### config.mk
export PLATFORM = sky130hd
export DESIGN_NAME = des_decrypt_core
export DESIGN_NICKNAME = d
export VERILOG_FILES = /design/src/rtl/des_pkg.sv /design/src/rtl/des_f_function.sv /design/src/rtl/des_sbox_luts.sv /design/src/rtl/des_decrypt_core.sv
export SDC_FILE = /design/constraint.sdc
export NUM_CORES = 1
export LEC_CHECK = 0
export CAP_MARGIN = 15
export CORE_MARGIN = 2
export CORE_UTILIZATION = 50
export DETAILED_ROUTE_END_ITERATION = 8
export PLACE_DENSITY_LB_ADDON = 0.12
export SKIP_CTS_REPAIR_TIMING = 1
export SLEW_MARGIN = 20
export SYNTH_ARGS = -nofsm -noshare
export SYNTH_HDL_FRONTEND = slang
export SYNTH_SLANG_ARGS = --single-unit
### constraint.sdc
create_clock -name clk -period 6.3 [get_ports clk]
set_input_delay 0.63 -clock clk [delete_from_list [all_inputs] [get_ports clk]]
set_output_delay 0.63 -clock clk [all_outputs]
set_load 0.01 [all_outputs]
### src/rtl/des_pkg.sv
// Shared DES constants: bit-permutation tables (DES 1-based numbering,
// bit 1 = MSB), S-box contents, decrypt rotate schedule, widths, FSM states
// and the permutation helpers used by both the decrypt and encrypt datapaths.
package des_pkg;

    localparam int BLK    = 64;
    localparam int HALF   = 32;
    localparam int KHALF  = 28;
    localparam int SUBKEY = 48;

    // FSM state encoding
    localparam logic [1:0] ST_IDLE  = 2'd0;
    localparam logic [1:0] ST_ROUND = 2'd1;
    localparam logic [1:0] ST_DONE  = 2'd2;

    // Round counter: 1..16 are Feistel rounds, 17 is the output-capture step
    localparam logic [4:0] RND_ZERO  = 5'd0;
    localparam logic [4:0] RND_FIRST = 5'd1;
    localparam logic [4:0] RND_FINAL = 5'd17;

    // Right-rotate amount for decrypt rounds 1..16 (indexed by round-1).
    // Round 1 uses C16/D16 == C0/D0, so no rotation before K16.
    localparam logic [1:0] RSH_DEC [16] = '{
        2'd0, 2'd1, 2'd2, 2'd2, 2'd2, 2'd2, 2'd2, 2'd2,
        2'd1, 2'd2, 2'd2, 2'd2, 2'd2, 2'd2, 2'd2, 2'd1};

    localparam logic [6:0] IP_TBL [64] = '{
        7'd58, 7'd50, 7'd42, 7'd34, 7'd26, 7'd18, 7'd10, 7'd2,
        7'd60, 7'd52, 7'd44, 7'd36, 7'd28, 7'd20, 7'd12, 7'd4,
        7'd62, 7'd54, 7'd46, 7'd38, 7'd30, 7'd22, 7'd14, 7'd6,
        7'd64, 7'd56, 7'd48, 7'd40, 7'd32, 7'd24, 7'd16, 7'd8,
        7'd57, 7'd49, 7'd41, 7'd33, 7'd25, 7'd17, 7'd9,  7'd1,
        7'd59, 7'd51, 7'd43, 7'd35, 7'd27, 7'd19, 7'd11, 7'd3,
        7'd61, 7'd53, 7'd45, 7'd37, 7'd29, 7'd21, 7'd13, 7'd5,
        7'd63, 7'd55, 7'd47, 7'd39, 7'd31, 7'd23, 7'd15, 7'd7};

    localparam logic [6:0] FP_TBL [64] = '{
        7'd40, 7'd8, 7'd48, 7'd16, 7'd56, 7'd24, 7'd64, 7'd32,
        7'd39, 7'd7, 7'd47, 7'd15, 7'd55, 7'd23, 7'd63, 7'd31,
        7'd38, 7'd6, 7'd46, 7'd14, 7'd54, 7'd22, 7'd62, 7'd30,
        7'd37, 7'd5, 7'd45, 7'd13, 7'd53, 7'd21, 7'd61, 7'd29,
        7'd36, 7'd4, 7'd44, 7'd12, 7'd52, 7'd20, 7'd60, 7'd28,
        7'd35, 7'd3, 7'd43, 7'd11, 7'd51, 7'd19, 7'd59, 7'd27,
        7'd34, 7'd2, 7'd42, 7'd10, 7'd50, 7'd18, 7'd58, 7'd26,
        7'd33, 7'd1, 7'd41, 7'd9,  7'd49, 7'd17, 7'd57, 7'd25};

    localparam logic [6:0] E_TBL [48] = '{
        7'd32, 7'd1,  7'd2,  7'd3,  7'd4,  7'd5,
        7'd4,  7'd5,  7'd6,  7'd7,  7'd8,  7'd9,
        7'd8,  7'd9,  7'd10, 7'd11, 7'd12, 7'd13,
        7'd12, 7'd13, 7'd14, 7'd15, 7'd16, 7'd17,
        7'd16, 7'd17, 7'd18, 7'd19, 7'd20, 7'd21,
        7'd20, 7'd21, 7'd22, 7'd23, 7'd24, 7'd25,
        7'd24, 7'd25, 7'd26, 7'd27, 7'd28, 7'd29,
        7'd28, 7'd29, 7'd30, 7'd31, 7'd32, 7'd1};

    localparam logic [6:0] P_TBL [32] = '{
        7'd16, 7'd7,  7'd20, 7'd21, 7'd29, 7'd12, 7'd28, 7'd17,
        7'd1,  7'd15, 7'd23, 7'd26, 7'd5,  7'd18, 7'd31, 7'd10,
        7'd2,  7'd8,  7'd24, 7'd14, 7'd32, 7'd27, 7'd3,  7'd9,
        7'd19, 7'd13, 7'd30, 7'd6,  7'd22, 7'd11, 7'd4,  7'd25};

    // PC1 never references bits 8,16..64, so key parity has no effect
    localparam logic [6:0] PC1_TBL [56] = '{
        7'd57, 7'd49, 7'd41, 7'd33, 7'd25, 7'd17, 7'd9,
        7'd1,  7'd58, 7'd50, 7'd42, 7'd34, 7'd26, 7'd18,
        7'd10, 7'd2,  7'd59, 7'd51, 7'd43, 7'd35, 7'd27,
        7'd19, 7'd11, 7'd3,  7'd60, 7'd52, 7'd44, 7'd36,
        7'd63, 7'd55, 7'd47, 7'd39, 7'd31, 7'd23, 7'd15,
        7'd7,  7'd62, 7'd54, 7'd46, 7'd38, 7'd30, 7'd22,
        7'd14, 7'd6,  7'd61, 7'd53, 7'd45, 7'd37, 7'd29,
        7'd21, 7'd13, 7'd5,  7'd28, 7'd20, 7'd12, 7'd4};

    localparam logic [6:0] PC2_TBL [48] = '{
        7'd14, 7'd17, 7'd11, 7'd24, 7'd1,  7'd5,
        7'd3,  7'd28, 7'd15, 7'd6,  7'd21, 7'd10,
        7'd23, 7'd19, 7'd12, 7'd4,  7'd26, 7'd8,
        7'd16, 7'd7,  7'd27, 7'd20, 7'd13, 7'd2,
        7'd41, 7'd52, 7'd31, 7'd37, 7'd47, 7'd55,
        7'd30, 7'd40, 7'd51, 7'd45, 7'd33, 7'd48,
        7'd44, 7'd49, 7'd39, 7'd56, 7'd34, 7'd53,
        7'd46, 7'd42, 7'd50, 7'd36, 7'd29, 7'd32};

    // S-boxes: one hex digit per entry, entry (row*16+col) at digit position
    // from the left, rows 0..3 separated by underscores.
    localparam logic [255:0] S1_TBL = 256'hE4D12FB83A6C5907_0F74E2D1A6CB9538_41E8D62BFC973A50_FC8249175B3EA06D;
    localparam logic [255:0] S2_TBL = 256'hF18E6B34972DC05A_3D47F28EC01A69B5_0E7BA4D158C6932F_D8A13F42B67C05E9;
    localparam logic [255:0] S3_TBL = 256'hA09E63F51DC7B428_D709346A285ECBF1_D6498F30B12C5AE7_1AD069874FE3B52C;
    localparam logic [255:0] S4_TBL = 256'h7DE3069A1285BC4F_D8B56F03472C1AE9_A690CB7DF13E5284_3F06A1D8945BC72E;
    localparam logic [255:0] S5_TBL = 256'h2C417AB6853FD0E9_EB2C47D150FA3986_421BAD78F9C5630E_B8C71E2D6F09A453;
    localparam logic [255:0] S6_TBL = 256'hC1AF92680D34E75B_AF427C9561DE0B38_9EF528C3704A1DB6_432C95FABE17608D;
    localparam logic [255:0] S7_TBL = 256'h4B2EF08D3C975A61_D0B7491AE35C2F86_14BDC37EAF680592_6BD814A7950FE23C;
    localparam logic [255:0] S8_TBL = 256'hD2846FB1A93E50C7_1FD8A374C56B0E92_7B419CE206ADF358_21E74A8DFC90356B;

    function automatic logic [63:0] ip_perm(input logic [63:0] x);
        logic [63:0] y;
        y = '0;
        for (int i = 0; i < 64; i++) y[63 - i] = x[64 - int'(IP_TBL[i])];
        return y;
    endfunction

    function automatic logic [63:0] fp_perm(input logic [63:0] x);
        logic [63:0] y;
        y = '0;
        for (int i = 0; i < 64; i++) y[63 - i] = x[64 - int'(FP_TBL[i])];
        return y;
    endfunction

    function automatic logic [47:0] e_expand(input logic [31:0] x);
        logic [47:0] y;
        y = '0;
        for (int i = 0; i < 48; i++) y[47 - i] = x[32 - int'(E_TBL[i])];
        return y;
    endfunction

    function automatic logic [31:0] p_perm(input logic [31:0] x);
        logic [31:0] y;
        y = '0;
        for (int i = 0; i < 32; i++) y[31 - i] = x[32 - int'(P_TBL[i])];
        return y;
    endfunction

    function automatic logic [55:0] pc1_perm(input logic [63:0] x);
        logic [55:0] y;
        y = '0;
        for (int i = 0; i < 56; i++) y[55 - i] = x[64 - int'(PC1_TBL[i])];
        return y;
    endfunction

    function automatic logic [47:0] pc2_perm(input logic [55:0] x);
        logic [47:0] y;
        y = '0;
        for (int i = 0; i < 48; i++) y[47 - i] = x[56 - int'(PC2_TBL[i])];
        return y;
    endfunction

    // Right rotation in DES numbering moves bits away from bit 1 (the MSB)
    function automatic logic [27:0] rotr28(input logic [27:0] x, input logic [1:0] amt);
        logic [27:0] y;
        case (amt)
            2'd0:    y = x;
            2'd1:    y = {x[0], x[27:1]};
            2'd2:    y = {x[1:0], x[27:2]};
            default: y = x;
        endcase
        return y;
    endfunction

    // Row = outer bits (1,6), column = inner bits (2..5) of the 6-bit group
    function automatic logic [3:0] sbox_lookup(input logic [255:0] tbl, input logic [5:0] six);
        logic [5:0] idx;
        logic [7:0] msb;
        idx = {six[5], six[0], six[4:1]};
        msb = 8'd255 - {idx, 2'b00};
        return tbl[msb -: 4];
    endfunction

endpackage

### src/rtl/des_f_function.sv
// Combinational DES round function f(R, K): expand, key mix, S-boxes,
// P-permutation. Shared by the encrypt and decrypt datapaths.
module des_f_function
    import des_pkg::*;
(
    input  logic [HALF-1:0]   r_i,
    input  logic [SUBKEY-1:0] subkey_i,
    output logic [HALF-1:0]   f_o
);

    logic [SUBKEY-1:0] mixed_s;
    logic [HALF-1:0]   sbox_out_s;

    assign mixed_s = e_expand(r_i) ^ subkey_i;

    sbox1_lut u_sbox1 (.addr_i(mixed_s[47:42]), .data_o(sbox_out_s[31:28]));
    sbox2_lut u_sbox2 (.addr_i(mixed_s[41:36]), .data_o(sbox_out_s[27:24]));
    sbox3_lut u_sbox3 (.addr_i(mixed_s[35:30]), .data_o(sbox_out_s[23:20]));
    sbox4_lut u_sbox4 (.addr_i(mixed_s[29:24]), .data_o(sbox_out_s[19:16]));
    sbox5_lut u_sbox5 (.addr_i(mixed_s[23:18]), .data_o(sbox_out_s[15:12]));
    sbox6_lut u_sbox6 (.addr_i(mixed_s[17:12]), .data_o(sbox_out_s[11:8]));
    sbox7_lut u_sbox7 (.addr_i(mixed_s[11:6]),  .data_o(sbox_out_s[7:4]));
    sbox8_lut u_sbox8 (.addr_i(mixed_s[5:0]),   .data_o(sbox_out_s[3:0]));

    assign f_o = p_perm(sbox_out_s);

endmodule

### src/rtl/des_sbox_luts.sv
// The eight DES S-box lookup tables, 6-bit address in, 4-bit value out.
module sbox1_lut import des_pkg::*; (
    input  logic [5:0] addr_i,
    output logic [3:0] data_o
);
    assign data_o = sbox_lookup(S1_TBL, addr_i);
endmodule

module sbox2_lut import des_pkg::*; (
    input  logic [5:0] addr_i,
    output logic [3:0] data_o
);
    assign data_o = sbox_lookup(S2_TBL, addr_i);
endmodule

module sbox3_lut import des_pkg::*; (
    input  logic [5:0] addr_i,
    output logic [3:0] data_o
);
    assign data_o = sbox_lookup(S3_TBL, addr_i);
endmodule

module sbox4_lut import des_pkg::*; (
    input  logic [5:0] addr_i,
    output logic [3:0] data_o
);
    assign data_o = sbox_lookup(S4_TBL, addr_i);
endmodule

module sbox5_lut import des_pkg::*; (
    input  logic [5:0] addr_i,
    output logic [3:0] data_o
);
    assign data_o = sbox_lookup(S5_TBL, addr_i);
endmodule

module sbox6_lut import des_pkg::*; (
    input  logic [5:0] addr_i,
    output logic [3:0] data_o
);
    assign data_o = sbox_lookup(S6_TBL, addr_i);
endmodule

module sbox7_lut import des_pkg::*; (
    input  logic [5:0] addr_i,
    output logic [3:0] data_o
);
    assign data_o = sbox_lookup(S7_TBL, addr_i);
endmodule

module sbox8_lut import des_pkg::*; (
    input  logic [5:0] addr_i,
    output logic [3:0] data_o
);
    assign data_o = sbox_lookup(S8_TBL, addr_i);
endmodule

### src/rtl/des_decrypt_core.sv
// Iterative DES decryption: one Feistel round per clock, subkeys K16..K1
// produced on the fly by right-rotating C/D, valid/ready on both sides.
module des_decrypt_core
    import des_pkg::*;
#(
    parameter bit ZEROIZE = 1'b1
) (
    input  logic           clk,
    input  logic           rst,
    input  logic           in_valid,
    output logic           in_ready,
    input  logic [BLK-1:0] data_in,
    input  logic [BLK-1:0] key_in,
    output logic           out_valid,
    input  logic           out_ready,
    output logic [BLK-1:0] data_out
);

    logic [1:0]        state_q, state_d;
    logic [4:0]        rnd_q, rnd_d;
    logic [HALF-1:0]   l_q, l_d;
    logic [HALF-1:0]   r_q, r_d;
    logic [KHALF-1:0]  c_q, c_d;
    logic [KHALF-1:0]  d_q, d_d;
    logic              out_valid_q, out_valid_d;
    logic [BLK-1:0]    data_out_q, data_out_d;

    logic [BLK-1:0]    ip_s;
    logic [55:0]       pc1_s;
    logic [3:0]        rnd_idx_s;
    logic [1:0]        rsh_s;
    logic [KHALF-1:0]  c_rot_s;
    logic [KHALF-1:0]  d_rot_s;
    logic [SUBKEY-1:0] subkey_s;
    logic [HALF-1:0]   f_s;

    assign ip_s      = ip_perm(data_in);
    assign pc1_s     = pc1_perm(key_in);

    // Rounds 1..16 map to table entries 0..15 (round 16 wraps to 15)
    assign rnd_idx_s = rnd_q[3:0] - 4'd1;
    assign rsh_s     = RSH_DEC[rnd_idx_s];
    assign c_rot_s   = rotr28(c_q, rsh_s);
    assign d_rot_s   = rotr28(d_q, rsh_s);
    assign subkey_s  = pc2_perm({c_rot_s, d_rot_s});

    des_f_function u_f (
        .r_i      (r_q),
        .subkey_i (subkey_s),
        .f_o      (f_s)
    );

    // A new block may be taken while idle, or in the same cycle the held result leaves
    assign in_ready  = (state_q == ST_IDLE) || ((state_q == ST_DONE) && out_ready);
    assign out_valid = out_valid_q;
    assign data_out  = data_out_q;

    // Next-state logic: block load, Feistel rounds, output capture and output handshake
    always_comb begin
        state_d     = state_q;
        rnd_d       = rnd_q;
        l_d         = l_q;
        r_d         = r_q;
        c_d         = c_q;
        d_d         = d_q;
        out_valid_d = out_valid_q;
        data_out_d  = data_out_q;
        case (state_q)
            ST_IDLE: begin
                if (in_valid) begin
                    state_d = ST_ROUND;
                    rnd_d   = RND_FIRST;
                    l_d     = ip_s[BLK-1:HALF];
                    r_d     = ip_s[HALF-1:0];
                    c_d     = pc1_s[55:KHALF];
                    d_d     = pc1_s[KHALF-1:0];
                end else begin
                    state_d = ST_IDLE;
                end
            end
            ST_ROUND: begin
                if (rnd_q == RND_FINAL) begin
                    // {R16,L16} undoes the last-round swap before FP
                    data_out_d  = fp_perm({r_q, l_q});
                    out_valid_d = 1'b1;
                    state_d     = ST_DONE;
                    rnd_d       = RND_ZERO;
                end else begin
                    c_d   = c_rot_s;
                    d_d   = d_rot_s;
                    l_d   = r_q;
                    r_d   = l_q ^ f_s;
                    rnd_d = rnd_q + 5'd1;
                end
            end
            ST_DONE: begin
                if (out_ready) begin
                    out_valid_d = 1'b0;
                    if (in_valid) begin
                        state_d = ST_ROUND;
                        rnd_d   = RND_FIRST;
                        l_d     = ip_s[BLK-1:HALF];
                        r_d     = ip_s[HALF-1:0];
                        c_d     = pc1_s[55:KHALF];
                        d_d     = pc1_s[KHALF-1:0];
                    end else begin
                        state_d = ST_IDLE;
                        rnd_d   = RND_ZERO;
                        if (ZEROIZE) begin
                            l_d = '0;
                            r_d = '0;
                            c_d = '0;
                            d_d = '0;
                        end else begin
                            l_d = l_q;
                            r_d = r_q;
                            c_d = c_q;
                            d_d = d_q;
                        end
                    end
                end else begin
                    state_d = ST_DONE;
                end
            end
            default: begin
                state_d     = ST_IDLE;
                rnd_d       = RND_ZERO;
                out_valid_d = 1'b0;
            end
        endcase
    end

    // State registers with synchronous reset that also aborts any block in flight
    always_ff @(posedge clk) begin
        if (rst) begin
            state_q     <= ST_IDLE;
            rnd_q       <= RND_ZERO;
            l_q         <= '0;
            r_q         <= '0;
            c_q         <= '0;
            d_q         <= '0;
            out_valid_q <= 1'b0;
            data_out_q  <= '0;
        end else begin
            state_q     <= state_d;
            rnd_q       <= rnd_d;
            l_q         <= l_d;
            r_q         <= r_d;
            c_q         <= c_d;
            d_q         <= d_d;
            out_valid_q <= out_valid_d;
            data_out_q  <= data_out_d;
        end
    end

endmodule

* Yosys cells after proc, flatten, opt, wreduce, memory -nomap -nowiden *
Memory sizes are Yosys's and may differ from the RTL's.
Index checks and enable logic that the tools add are counted.

word-level totals
  output and inout port bits = 66
  word-level logic and storage cells = 89
  input port bits = 132
  memories kept = 1
  register bits after elaboration = 192
  ROM bits = 32

operators by class
  reductions and logical operators = 9
  mux-type cells = 36
  shifts and indexed selects = 8
  add/sub/neg operators = 10
  bitwise operators = 4
  equal/unequal tests = 10
  order comparisons = 1

memory list
  memory            depth  width  read ports  clocked after Yosys merged registers in  wr ports  line                    text
  (name not given)  16     2      1           0                                        0         des_decrypt_core.sv:42  assign rsh_s = RSH_DEC[rnd_idx_s];

operators with widths
  cell                        number
  $shiftx A259 B9 Y4 const A  8
  $mux W32                    8
  $mux W28                    8
  $pmux W32 S3                2
  $pmux W28 S3                2
  $pmux W28 S2                2
  $sub A8 B8 Y8 const A       8
  $xor A48 B48 Y48            1
  $xor A32 B32 Y32            1
  $mux W5                     3
  $pmux W5 S3                 1
  $mux W2                     4
  $ne A2 B2 Y1 const B        4
  $pmux W2 S3                 1
  $add A5 B1 Y5 const B       1
  $eq A5 B5 Y1 const B        1
  $ge A5 B5 Y1 const B        1
  $not A4 Y5                  1
  $reduce_and A5 Y1           1
  $eq A2 B1 Y1 const B        2
  $eq A2 B2 Y1 const B        2
  $mux W1                     4
  $reduce_and A2 Y1           2
  $reduce_and A4 Y1           1
  other kinds (9)             9

* Logic depth before layout (Yosys ltp) *
  word-level depth = 13
  depth in mapped cells = 26
  gate-level depth less buffers = 22

* By module *
From an unflattened synthesis, not the netlist that was laid out.

unflattened totals
  cell total of the unflattened synthesis = 1874
  area total of the unflattened synthesis = 15123.3 um^2

by module, submodules not included
  module            seq. area each (um^2)  area each (um^2)  cells each  times used
  des_decrypt_core  3843.7                 9481.6            1130        1
  sbox6_lut         0.0                    750.7             107         1
  sbox1_lut         0.0                    713.2             90          1
  sbox5_lut         0.0                    693.2             84          1
  sbox8_lut         0.0                    668.1             94          1
  sbox3_lut         0.0                    616.8             81          1
  sbox7_lut         0.0                    609.3             83          1
  sbox2_lut         0.0                    589.3             84          1
  sbox4_lut         0.0                    580.6             73          1
  des_f_function    0.0                    420.4             48          1

* Least setup slack after synthesis *
No wires, ideal clock.

  path kind = register -> register
  start = reg rnd_q[2]
  end = reg r_q[29]
  data required time = 6.214 ns
  setup time = 0.086 ns
  slack = 1.727 ns
  arrival = 4.487 ns
  cell stages (with the launch flop) = 22
  path buffers = 4
  period minus slack after synthesis = 4.573 ns
  cell sequence = dfxtp_1 clkbuf_1 nor3_1 xnor2_1 o21ai_0 nand2_1 o31ai_1 a21o_1 ha_1 inv_2 buf_2 buf_4 o21ai_0 xnor2_1 ha_1 clkbuf_1 nor3_1 nor3_1 o31ai_1 nand4_1 o211a_1 a211oi_1

between the ends
  cells in the longest elaborated chain, start to end = 13
  elaborated cells between the ends (all ways) = 17
  classes of those cells = 2 x add/sub; 4 x eq/ne; 1 x shift; 5 x mux; 3 x bitwise; 1 x reduce/logical; 1 x memory

RTL lines
  item                                          line                     text
  from (decl)                                   des_decrypt_core.sv:20   logic [4:0] rnd_q, rnd_d;
  from (signal assigned)                        des_decrypt_core.sv:146  rnd_q <= rnd_d;
  $sub A4 B1 Y4                                 des_decrypt_core.sv:41   assign rnd_idx_s = rnd_q[3:0] - 4'd1;
  $not A4 Y5 (implied by the code)              des_decrypt_core.sv:42
  $mem_v2 Z16 W2                                --
  $mux W2 (implied by the code) (2 in a row)    des_decrypt_core.sv:42
  $eq A2 B2 Y1 or $eq A2 B1 Y1 (tied branches)  des_pkg.sv:140           case (amt)
  $pmux W28 S2                                  des_pkg.sv:140
  $xor A48 B48 Y48                              des_f_function.sv:14     assign mixed_s = e_expand(r_i) ^ subkey_i;
  $sub A8 B8 Y8                                 des_pkg.sv:154           msb = 8'd255 - {idx, 2'b00};
  $shiftx A259 B9 Y4                            des_pkg.sv:155           return tbl[msb -: 4];
  $xor A32 B32 Y32                              des_decrypt_core.sv:92   r_d = l_q ^ f_s;
  $mux W32                                      des_decrypt_core.sv:82   if (rnd_q == RND_FINAL) begin
  $pmux W32 S3                                  des_decrypt_core.sv:68   case (state_q)
  to (signal assigned)                          des_decrypt_core.sv:148  r_q <= r_d;
  to (decl)                                     des_decrypt_core.sv:22   logic [HALF-1:0] r_q, r_d;

Several ways; a longest one is shown, not always the timed one. The select of a mux whose other input is x is not followed.
A chain may end at the register's enable or synchronous reset.

* Worst setup path in the final report *
  start = reg rnd_q[0]
  end = reg r_q[29]

The elaborated chain is that of the path after synthesis.

==> metrics <==
largest net degree at the start of global routing=142; Ports=198; initial core utilization=roughly half; CTS H-Tree Depth=4; initial antenna violation count=2; area grow syn2layout=17.0%; Reg2Reg Depth=21; flop2flop setup slack=0.84 ns; Mapped Cells=1,995; status=completed; Post-synth EDFFs=0; TritonCTS clock tree=done; final WL=53,500 µm; share of cells above drive strength 1=7.16%; worst-case clock buffer depth=2; Rel. slew slack=25.6%; Die Ht=178 µm; CP required=around 6.7 ns; die area=31,700 µm²; Final Hold Viols=0; Worst Hold Class=reg2reg; DRC Markers=0; # fillers=2,759; async set or reset register ratio after synthesis=0%; Synth top area share=25.4%; Port Buf Inserts=189; RR Startpoint=rnd_q[0]; global placement routability congestion=0.914; FF-to-FF End=r_q[29]; Syn Std Cell Area=15,100 µm²; vias in the first global route=about 14,000; gr usage total=about a third; clock net sink count=192; via/cell ratio=6.39; Crit path depth=21; setup TNS=0 ns; most frequent cells in the layout=220 x nand2_1, 205 x nor2_1, 192 x dfxtp_1; max_cap viols=0; GRT Residual Overflow=0; drt pass-1 iters=5; Core Area=29,700 µm²; most common cell after layout, fill and taps aside=nand2_1; Root Driver=clkbuf_16; Distinct cells, synth=90; clock slew at reported path FFs=0.08 ns; Routed WL per cell=21.6 µm; CP delay by family, top=compound AO/OA/AOI/OAI gates; Fmax=~180 MHz; minimum clock period=5.46 ns; register area share after synthesis=between 20% and 30%; Starting DRT DRC Count=about 1,700; fin crit share=86.6%; fin nets=2,271; slowest cell on the critical path=xnor2_1; Synth Register Bits=around 190; clock skew=0.0187 ns; vias post-DR=15,800; largest area contributor in the netlist=dfxtp_1; Critical Path Fanout Max=68; Syn Nets=2,198; Worst EP arrival=5.82 ns; Cell Rows=63; die span in x=178 µm; Worst Path Buf+Inv=3; Critical path origin=rnd_q[0]; cell types occupying the most area after synthesis=dfxtp_1 25%, ha_1 5.9%, a21oi_1 5.8%; detailed placement HPWL=37,400 µm; RSZ-0062 raised after global routing=no; post-detailed-route count of antenna-violating nets=0; Yosys warnings=0; Worst setup endpoint=r_q[29]; CP Capture Type=flip-flop; Worst Max-Slew Pin Slew=1.12 ns; crit start category=flip-flop; Top FF cell, synth=dfxtp_1; Final setup viols=0; Slew Viols, Final=0; Skew-Pair Late Insertion Delay=around 0.47 ns; syn_area_per_cell=7.58 µm²; cts bufs inserted=17; crit path cell chain=nor3_1, xnor2_1, o21ai_0, nand2_1, o31ai_1, a21o_1, ha_2, buf_4, a221o_1, o21ai_0, xnor2_1, inv_2, ha_1, inv_1, mux2i_1, a211oi_1, a21oi_1, o221ai_1, o31ai_1, o211a_1, a211oi_1; slowest stage delay, CP=about 0.75 ns; critical setup path kind=reg2reg; first-pass GRT wire length=81,500 µm
[flip-flops by register name, summed over array words and instances, names as in the netlist]
name / count
data_out: 64
l_q: 32
r_q: 32
c_q: 28
d_q: 28
rnd_q: 5
state_q: 2
out_valid: 1
[worst min-delay path by stage]
| stage | start | slack (ns) | cells past startpoint | endpoint |
|---|---|---|---|---|
| 2_1_floorplan | l_q[22] | 0.45 | 2 | data_out[13] |
| 3_3_place_gp | data_out[17] | 0.44 | 2 | data_out[17] |
| 3_5_place_dp | data_out[37] | 0.45 | 2 | data_out[37] |
| 4_1_cts | data_out[32] | 0.46 | 2 | data_out[32] |
| 5_1_grt | data_out[19] | 0.47 | 2 | data_out[19] |
| 6_report | data_out[17] | 0.46 | 2 | data_out[17] |
[metal layers]
metal | GRT usage, % | wire length [µm] | part of all wire, %
met5 | 0 | 0 | 0
met4 | 14.4 | 2150 | 4.0
met3 | 3.90 | 3330 | 6.2
met2 | 53.7 | 24900 | 47
met1 | 44.4 | 23100 | 43
[worst register-to-register path: cells and delay by family, from the launching register on]
family | cells | cell delay, ns
AO/OA/AOI/OAI | 11 | 1.94
adder cells (fa/ha/maj) | 2 | 0.65
AND/OR/NAND/NOR | 2 | 0.20
multiplexers | 1 | 0.09
buffers and inverters | 3 | 0.99
flip-flops | 1 | 0.48
XOR/XNOR | 2 | 1.03
[Yosys cell counts (7+ instances only)]
cell and n:
a221oi_1 51, mux2i_1 45, clkbuf_1 108, nand2b_1 7, o21ai_2 13, a31oi_1 27
xor2_1 27, o221ai_1 8, nand4_1 7, ha_1 71, buf_6 7, nor4_1 9
a22oi_1 17, mux2_2 7, buf_2 30, nand3_1 26, xnor2_2 9, nor3_1 110
a311oi_1 12, o211ai_1 33, inv_1 32, and3_1 13, o21ai_1 19, o31ai_1 11
a311o_1 10, nor2b_1 11, a21oi_1 174, o22ai_1 12, dfxtp_1 192, inv_2 7
buf_4 11, nor2_1 205, o21ai_0 132, a211oi_1 49, xnor2_1 61, o21a_1 16
o2111ai_1 7, buf_1 14, a221o_1 38, nand2_1 224, or3_1 11
[stage by stage]
step	area [µm²]	std cells	hold slack [ns]	utilization (%)	setup WS, ns
after floorplan	15100	1995	0.450	-	1.73
final	17700	2473	0.456	59.6	0.841
after global placement	17100	2439	0.442	57.4	1.07
after detailed placement	17100	2439	0.445	57.4	1.01
after global routing	17700	2473	0.474	59.6	0.515
after CTS	17700	2471	0.456	59.6	0.962
[cell type report]
cell class	instances	area, µm²	area share (%)
diodes	2	5.00	0.0283
clock buffers	17	425	2.40
clock inverters	15	220	1.24
inverters	40	150	0.848
multi-input cells	1593	10400	58.8
flip-flops and latches	192	3840	21.7
well taps	390	488	2.76
repair buffers	224	2170	12.2
[cells by family after synthesis]
group	count (synthesis)	share of synthesized area [%]
AOI/OAI and AO/OA	700	31.6
and+or+nand+nor	657	19.2
DFF	192	25.4
xor gates and xnor gates	110	7.98
adders and majority gates	71	5.87
muxes	55	3.94
buffers and inverters	210	6.08
Power is not shown: default switching activity piles up to over one toggle a cycle in this logic, so the estimate is an artifact.
